File: config.mk
export PLATFORM = sky130hd
export DESIGN_NAME = bfp_profile_loader
export DESIGN_NICKNAME = d
export VERILOG_FILES = /design/src/rtl/bfp_profile_loader.sv
export SDC_FILE = /design/constraint.sdc
export NUM_CORES = 1
export LEC_CHECK = 0
export CAP_MARGIN = 20
export CELL_PAD_IN_SITES_DETAIL_PLACEMENT = 1
export CELL_PAD_IN_SITES_GLOBAL_PLACEMENT = 1
export CORE_AREA = 2 2 113 115
export DETAILED_ROUTE_END_ITERATION = 10
export DIE_AREA = 0 0 115 117
export GPL_TIMING_DRIVEN = 0
export PLACE_DENSITY_LB_ADDON = 0.1
export REMOVE_ABC_BUFFERS = 1
export SKIP_CTS_REPAIR_TIMING = 1
export SLEW_MARGIN = 20
export SYNTH_ARGS = -nofsm -noshare
export SYNTH_HDL_FRONTEND = slang
export SYNTH_SLANG_ARGS = --single-unit
File: constraint.sdc
create_clock -name clk -period 3.88 [get_ports clk]
set_clock_uncertainty 0.2 [all_clocks]
set_input_delay 0.776 -clock clk [delete_from_list [all_inputs] [get_ports clk]]
set_output_delay 0.776 -clock clk [all_outputs]
set_load 0.005 [all_outputs]
File: src/rtl/bfp_profile_loader.sv
// Serial profile loader for the bfp stage: collects a 4-byte HDR/WGT/HGT/AGE frame,
// validates it and commits it atomically into the female or male held register set.
module bfp_profile_loader #(
    parameter logic [7:0]  AGE_MAX = 8'd120,
    parameter logic [15:0] TIMEOUT = 16'd1000
) (
    input  logic       clk,
    input  logic       rst_n,
    input  logic [7:0] in_data,
    input  logic       in_valid,
    output logic       in_ready,
    output logic [7:0] wf,
    output logic [7:0] hf,
    output logic [7:0] af,
    output logic [7:0] wm,
    output logic [7:0] hm,
    output logic [7:0] am,
    output logic       s,
    output logic       upd,
    output logic       err,
    output logic       busy
);

    typedef enum logic [2:0] {
        IDLE   = 3'd0,
        GW     = 3'd1,
        GH     = 3'd2,
        GA     = 3'd3,
        COMMIT = 3'd4
    } state_t;

    state_t      state_q;
    logic [15:0] timer_q;
    logic [15:0] timer_d;
    logic        sex_q;
    logic [7:0]  wgt_q;
    logic [7:0]  hgt_q;
    logic [7:0]  age_q;
    logic [7:0]  wf_q, hf_q, af_q, wm_q, hm_q, am_q;
    logic        s_q, upd_q, err_q;
    logic        accept;
    logic        in_frame;
    logic        timeout_hit;

    // A stalled in-frame cycle aborts when it would be the TIMEOUT-th consecutive
    // one; an accepted byte in that same cycle takes priority over the abort.
    always_comb begin
        accept      = in_valid && in_ready;
        in_frame    = (state_q == GW) || (state_q == GH) || (state_q == GA);
        timer_d     = (timer_q == TIMEOUT) ? timer_q : timer_q + 16'd1;
        timeout_hit = (TIMEOUT != 16'd0) && in_frame && !accept
                      && ((timer_q + 16'd1) == TIMEOUT);
    end

    always_ff @(posedge clk or negedge rst_n) begin
        if (!rst_n) begin
            state_q <= IDLE;
            timer_q <= 16'd0;
            sex_q   <= 1'b0;
            wgt_q   <= 8'd0;
            hgt_q   <= 8'd0;
            age_q   <= 8'd0;
            wf_q    <= 8'd0;
            hf_q    <= 8'd0;
            af_q    <= 8'd0;
            wm_q    <= 8'd0;
            hm_q    <= 8'd0;
            am_q    <= 8'd0;
            s_q     <= 1'b0;
            upd_q   <= 1'b0;
            err_q   <= 1'b0;
        end else begin
            upd_q <= 1'b0;
            err_q <= 1'b0;
            case (state_q)
                IDLE: begin
                    timer_q <= 16'd0;
                    if (accept) begin
                        if (in_data[7:4] == 4'hA) begin
                            sex_q   <= in_data[0];
                            state_q <= GW;
                        end else begin
                            err_q <= 1'b1;
                        end
                    end
                end
                GW: begin
                    if (accept) begin
                        wgt_q   <= in_data;
                        timer_q <= 16'd0;
                        state_q <= GH;
                    end else if (timeout_hit) begin
                        timer_q <= 16'd0;
                        err_q   <= 1'b1;
                        state_q <= IDLE;
                    end else begin
                        timer_q <= timer_d;
                    end
                end
                GH: begin
                    if (accept) begin
                        hgt_q   <= in_data;
                        timer_q <= 16'd0;
                        state_q <= GA;
                    end else if (timeout_hit) begin
                        timer_q <= 16'd0;
                        err_q   <= 1'b1;
                        state_q <= IDLE;
                    end else begin
                        timer_q <= timer_d;
                    end
                end
                GA: begin
                    if (accept) begin
                        age_q   <= in_data;
                        timer_q <= 16'd0;
                        if ((wgt_q != 8'd0) && (hgt_q != 8'd0) && (in_data <= AGE_MAX)) begin
                            state_q <= COMMIT;
                        end else begin
                            err_q   <= 1'b1;
                            state_q <= IDLE;
                        end
                    end else if (timeout_hit) begin
                        timer_q <= 16'd0;
                        err_q   <= 1'b1;
                        state_q <= IDLE;
                    end else begin
                        timer_q <= timer_d;
                    end
                end
                COMMIT: begin
                    // Only the selected set moves, so the bfp stage never sees a mixed profile.
                    if (sex_q) begin
                        wm_q <= wgt_q;
                        hm_q <= hgt_q;
                        am_q <= age_q;
                    end else begin
                        wf_q <= wgt_q;
                        hf_q <= hgt_q;
                        af_q <= age_q;
                    end
                    s_q     <= sex_q;
                    upd_q   <= 1'b1;
                    timer_q <= 16'd0;
                    state_q <= IDLE;
                end
                default: begin
                    timer_q <= 16'd0;
                    state_q <= IDLE;
                end
            endcase
        end
    end

    assign in_ready = (state_q != COMMIT);
    assign busy     = (state_q != IDLE);
    assign wf       = wf_q;
    assign hf       = hf_q;
    assign af       = af_q;
    assign wm       = wm_q;
    assign hm       = hm_q;
    assign am       = am_q;
    assign s        = s_q;
    assign upd      = upd_q;
    assign err      = err_q;

endmodule

==> flow_metrics.env, run 1 <==
export IMPL_status="complete, no violations"
export IMPL_area_growth_pct=26.2
export IMPL_slew_headroom_pct=53.5
export IMPL_netlist_area_mm2=0.00416
export IMPL_min_path_type="primary input to asynchronous set/reset pin"
export IMPL_startpoint="timer_q[0]"
export IMPL_utilization_pct=42.6
export IMPL_synthCells=320
export IMPL_synth_edf_count=0
export IMPL_clockRootBuffer="clkbuf_16"
export IMPL_num_antenna_cells=0
export IMPL_finalWeightedCongestion=0.737
export IMPL_drtIter0Drc=78
export IMPL_start_kind="flop"
export IMPL_drtPass1Iterations=3
export IMPL_grt_max_degree=50
export IMPL_clkTransAtPathRegs_ps=60
export IMPL_setup_viol=0
export IMPL_endpoint="err"
export IMPL_num_fill_cells=1288
export IMPL_syn_area_per_cell_um2=13.0
export IMPL_r2r_end="err"
export IMPL_fmax_mhz=327
export IMPL_slowest_delay_ps=500
export IMPL_tightestPinTransition_ps=697
export IMPL_nNetsFinal=396
export IMPL_critical_path_cell_chain="ha_1, nand3_4, o31ai_1, o311ai_0, or4_4, nor3_4, a21o_2"
export IMPL_reg2reg_slack_ps=830
export IMPL_required_ps=3960
export IMPL_ys_async_sr_fraction_pct=100
export IMPL_drive_gt1_share_pct=27.1
export IMPL_worst_r2r_startpoint="timer_q[0]"
export IMPL_finalPower_mw=3.27
export IMPL_clkLatencyLatePin_ps=350
export IMPL_avgRoutedWirePerCell_um=17.9
export IMPL_first_global_vias=3002
export IMPL_reg2reg_depth=7
export IMPL_grt_pass1_wl_um=15600
export IMPL_cp_end_kind="flop"
export IMPL_layout_commonest_cell="dfrtp_1"
export IMPL_core_area_mm2=0.0123
export IMPL_wl_met3_um=365
export IMPL_wl_met2_um=4820
export IMPL_ys_ff_latch=95
export IMPL_dr_total_vias=2768
export IMPL_drt_vias_per_instance=5.15
export IMPL_antenna_found_initial=0
export IMPL_yosys_top_cells_area="dfrtp_1 (57%), mux2_2 (20%), nor3_1 (2.0%)"
export IMPL_place_area_mm2=0.00497
export IMPL_hold_slack_ps=159
export IMPL_synth_ff_type="dfrtp_1"
export IMPL_ir_drop_uv=348
export IMPL_finalInstanceArea_mm2=0.00525
export IMPL_numCtsBuffers=9
export IMPL_drt_total_wl_um=9610
export IMPL_numPortBuffers=63
export IMPL_fin_crit_ps=3050
export IMPL_clkSinkCount=95
export IMPL_crit_slowest_cell="dfrtp_1"
export IMPL_die_area_mm2=0.0135
export IMPL_synth_cell_types=49
export IMPL_multiInputGateArea_mm2=0.00170
export IMPL_grtUsageTotal_pct=15.3
export IMPL_power_density_mw_per_mm2=623
export IMPL_std_cell_rows=41
export IMPL_final_cell_mix="dfrtp_1 (95), mux2_2 (73), clkdlybuf4s50_1 (62)"
export IMPL_path_max_fanout=12
export IMPL_arrival_ps=3140
export IMPL_grt_overflow_total=0
export IMPL_die_x_um=115
export IMPL_hold_viol=0
export IMPL_hpwl_um=6740
export IMPL_io_pins=64
export IMPL_synth_top_area_share_pct=57.1
export IMPL_wl_met1_um=4320
export IMPL_drc=0
export IMPL_clockBufferDepth=2
export IMPL_cts_tree="yes"
export IMPL_drt_antenna_violating_nets=0
export IMPL_start_util_pct=33.8
export IMPL_drv_slew=0
export IMPL_die_height_um=117
export IMPL_maxCapViolations=0
export IMPL_leakagePower_nw=2.25
export IMPL_finalCritPeriodShare_pct=78.7
export IMPL_htreeDepth=3
export IMPL_seq_area_mm2=0.00238
export IMPL_yosysWarnings=0
export IMPL_top_layer_used="met4"
export IMPL_critPathKind="flop to flop"
export IMPL_synth_top_area_cell="dfrtp_1"
export IMPL_grt_setup_unrepaired="no"
export IMPL_ys_seq_area_share_pct=57.1
[metrics by stage]
| stage | worst slack (ps) | setup TNS, ps | cells |
|---|---|---|---|
| after floorplan | 1270 | 0 | 306 |
| after global placement | -1870 | -176760 | 519 |
| after detailed placement | 767 | 0 | 521 |
| after CTS | 752 | 0 | 537 |
| after global routing | 598 | 0 | 537 |
| final | 825 | 0 | 537 |
[where the power goes]
| part | total [mW] | internal [mW] | switching, mW | leakage, nW |
|---|---|---|---|---|
| Sequential | 1.55 | 1.30 | 0.245 | 1.25 |
| Clock | 0.848 | 0.446 | 0.402 | 0.137 |
| Combinational | 0.875 | 0.586 | 0.289 | 0.861 |
| Total | 3.27 | 2.33 | 0.936 | 2.25 |
[critical path: cells and delay by family, from the launching register on]
| kind | cells | cell delay [ps] |
|---|---|---|
| flops | 1 | 500 |
| compound gates | 3 | 860 |
| simple gates | 3 | 1100 |
| fa+ha+maj | 1 | 340 |
[layer usage]
layer / GRT usage [%] / up-vias
met2: 25.6 / 34
met4: 4.18 / 0
met3: 5.10 / 8
met1: 19.2 / 1439
li1: - / 1287
met5: 0 / -
[cells in the mapped netlist, types with 2 or more instances]
library cell	count
nor2_1	15
and2_1	3
o41ai_1	2
mux2i_1	2
nand4_1	2
nor4_1	5
and3_1	5
inv_1	5
xnor2_1	6
and3_2	2
o211ai_1	2
clkbuf_1	9
a21oi_1	6
buf_6	3
or4b_2	2
mux2_2	73
nor4b_1	2
or3_1	4
nor3_1	17
nand2_1	11
a31oi_1	2
o21ai_0	4
nand3_1	9
xor2_1	6
ha_1	3
nor2b_1	3
dfrtp_1	95
[how the worst min path moves through the flow]
| stage | startpoint | end | slack (ps) | cells after the start |
|---|---|---|---|---|
| floorplan | s | s | 270 | 1 |
| global placement | s | s | 270 | 1 |
| detailed placement | s | s | 270 | 1 |
| CTS | rst_n | timer_q[7] | 170 | 1 |
| global route | rst_n | timer_q[7] | 180 | 1 |
| finish | rst_n | timer_q[7] | 160 | 1 |
[registers in the layout, summed over array words and instances (netlist names)]
| signal | count |
|---|---|
| timer_q | 16 |
| af | 8 |
| age_q | 8 |
| am | 8 |
| hf | 8 |
| hgt_q | 8 |
| hm | 8 |
| wf | 8 |
| wgt_q | 8 |
| wm | 8 |
| state_q | 3 |
| err | 1 |
| s | 1 |
| sex_q | 1 |
| upd | 1 |
[layout make-up]
class,instances,share of cell area (%)
Multi-Input combinational cell,206,32.3
Clock buffer,10,4.36
Clock inverter,6,1.00
Inverter,5,0.357
Tap cell,150,3.57
Timing Repair Buffer,65,13.1
Sequential cell,95,45.3
[logic make-up after synthesis]
group	count (synthesis)	share of synthesized area (%)
compound gates	25	3.94
xor+xnor	12	2.53
fa+ha+maj	3	0.902
buf+inv	19	2.28
flops	95	57.1
mux	75	20.2
simple gates	91	13.0
(Power assumes the default switching activity.)
==> run 2: changes to the inputs <==
Clock period 3.88 ns to 3.1 ns, I/O delays scaled along.
==> run 2 against run 1 <==
Compared with the run above: utilization is 0.20 points higher; count of clock-buffer cells in the layout is the same; setup slack got worse by 610 ps; non-clock buffer count increased by 1; critical path type unchanged; largest cell class unchanged; largest power group unchanged.
==> flow_metrics.env, run 2 (synthesized netlist as in run 1, its figures left out) <==
export IMPL_grt_pass1_wl_um=15600
export IMPL_drtIter0Drc=70
export IMPL_die_height_um=117
export IMPL_status="complete, no violations"
export IMPL_start_util_pct=33.8
export IMPL_p_comb_share_pct=26.8
export IMPL_drc=0
export IMPL_hold_viol=0
export IMPL_drv_slew=0
export IMPL_p_int_mw=2.92
export IMPL_std_cell_rows=41
export IMPL_clkTransAtPathRegs_ps=70
export IMPL_finalWeightedCongestion=0.737
export IMPL_antenna_found_initial=0
export IMPL_slowest_delay_ps=500
export IMPL_ir_drop_uv=435
export IMPL_maxCapViolations=0
export IMPL_avgRoutedWirePerCell_um=18.0
export IMPL_min_path_type="primary input to asynchronous set/reset pin"
export IMPL_drtPass1Iterations=4
export IMPL_area_growth_pct=26.8
export IMPL_largest_reg_flops=16
export IMPL_path_max_fanout=12
export IMPL_power_density_mw_per_mm2=776
export IMPL_drt_vias_per_instance=5.17
export IMPL_drive_gt1_share_pct=27.6
export IMPL_clockBufferDepth=2
export IMPL_fin_crit_ps=2880
export IMPL_clockRootBuffer="clkbuf_16"
export IMPL_start_kind="flop"
export IMPL_worst_r2r_startpoint="timer_q[0]"
export IMPL_p_switching_mw=1.17
export IMPL_grt_setup_unrepaired="no"
export IMPL_finalCritPeriodShare_pct=93.0
export IMPL_grt_overflow_total=0
export IMPL_drt_antenna_violating_nets=0
export IMPL_htreeDepth=3
export IMPL_core_area_mm2=0.0123
export IMPL_cts_tree="yes"
export IMPL_p_clk_share_pct=25.9
export IMPL_fmax_mhz=347
export IMPL_dr_total_vias=2779
export IMPL_cp_end_kind="flop"
export IMPL_slew_headroom_pct=53.2
export IMPL_crit_slowest_cell="dfrtp_1"
export IMPL_die_x_um=115
export IMPL_layout_commonest_cell="dfrtp_1"
export IMPL_grtUsageTotal_pct=15.3
export IMPL_startpoint="timer_q[0]"
export IMPL_power_share_sequential_pct=47.3
export IMPL_drt_total_wl_um=9670
export IMPL_p_sw_share_pct=28.6
export IMPL_grt_max_degree=50
export IMPL_hold_slack_ps=1.87
export IMPL_tightestPinTransition_ps=703
export IMPL_final_cell_mix="dfrtp_1 (95), mux2_2 (73), clkdlybuf4s50_1 (62)"
export IMPL_worstPathBufferInverterCount=1
export IMPL_numPortBuffers=63
export IMPL_critical_path_cell_chain="ha_1, nand3_4, o31ai_1, o311ai_0, or4_4, nor3_4, buf_12, nor3_1"
export IMPL_setup_viol=0
export IMPL_required_ps=3100
export IMPL_critPathKind="flop to flop"
export IMPL_num_fill_cells=1284
export IMPL_arrival_ps=2880
export IMPL_hpwl_um=6740
export IMPL_reg2reg_slack_ps=220
export IMPL_top_register="timer_q"
export IMPL_clkLatencyLatePin_ps=350
export IMPL_num_antenna_cells=0
export IMPL_first_global_vias=3002
export IMPL_leakagePower_nw=2.26
export IMPL_die_area_mm2=0.0135
export IMPL_io_pins=64
export IMPL_clkSinkCount=95
export IMPL_utilization_pct=42.8
export IMPL_cp_top_family="simple AND/OR/NAND/NOR gates"
export IMPL_numCtsBuffers=9
export IMPL_nNetsFinal=397
==> run 2: cell count changes in the layout (fill, tap and decap cells not counted) <==
cell | before | now
nor3_2 | 0 | 1
buf_12 | 0 | 1
nor3_1 | 17 | 16
==> run 2: metal layers <==
metal / routed length, um / part of all wire [%] / up-vias / GRT usage (%)
met5: 0 / 0 / - / 0
met4: 113 / 1.2 / 0 / 4.18
met3: 366 / 3.8 / 8 / 5.10
met2: 4860 / 50 / 36 / 25.6
met1: 4320 / 45 / 1448 / 19.2
li1: - / - / 1287 / -
==> run 2: final timing paths <==
check                              to  cells after the start
setup / recovery           timer_q[2]                      8
hold reg to reg                     s                      1
setup reg to reg           timer_q[2]                      8
max in group asynchronous    wgt_q[7]                      2
min in group clk                    s                      1
hold / removal             timer_q[7]                      1
==> run 2: stage by stage <==
stage	setup slack, ps	area [um^2]	cells	TNS [ps]	total power, mW
floorplan	485	4090	306	0	2.39
global placement	-2490	4900	519	-247540	3.04
detailed placement	-13.0	4970	521	-23.2	3.08
CTS	-28.1	5250	537	-53.6	4.17
global route	16.9	5280	538	0	4.36
finish	218	5280	538	0	4.09
==> run 2: final cells by class <==
class	count	area, um^2	share of cell area [%]
Clock buffer	10	229	4.34
Clock inverter	6	52.6	0.996
Inverter	5	18.8	0.356
Multi-Input combinational cell	206	1700	32.3
Sequential cell	95	2380	45.1
Tap cell	150	188	3.56
Timing Repair Buffer	66	707	13.4
==> run 2: power groups by stage <==
| stage | clock network (mW) | logic [mW] | registers [mW] |
|---|---|---|---|
| 2_1_floorplan | 0 | 0.507 | 1.89 |
| 3_3_place_gp | 0 | 1.08 | 1.96 |
| 3_5_place_dp | 0 | 1.11 | 1.97 |
| 4_1_cts | 1.10 | 1.12 | 1.95 |
| 5_1_grt | 1.15 | 1.20 | 2.01 |
| 6_report | 1.06 | 1.10 | 1.94 |
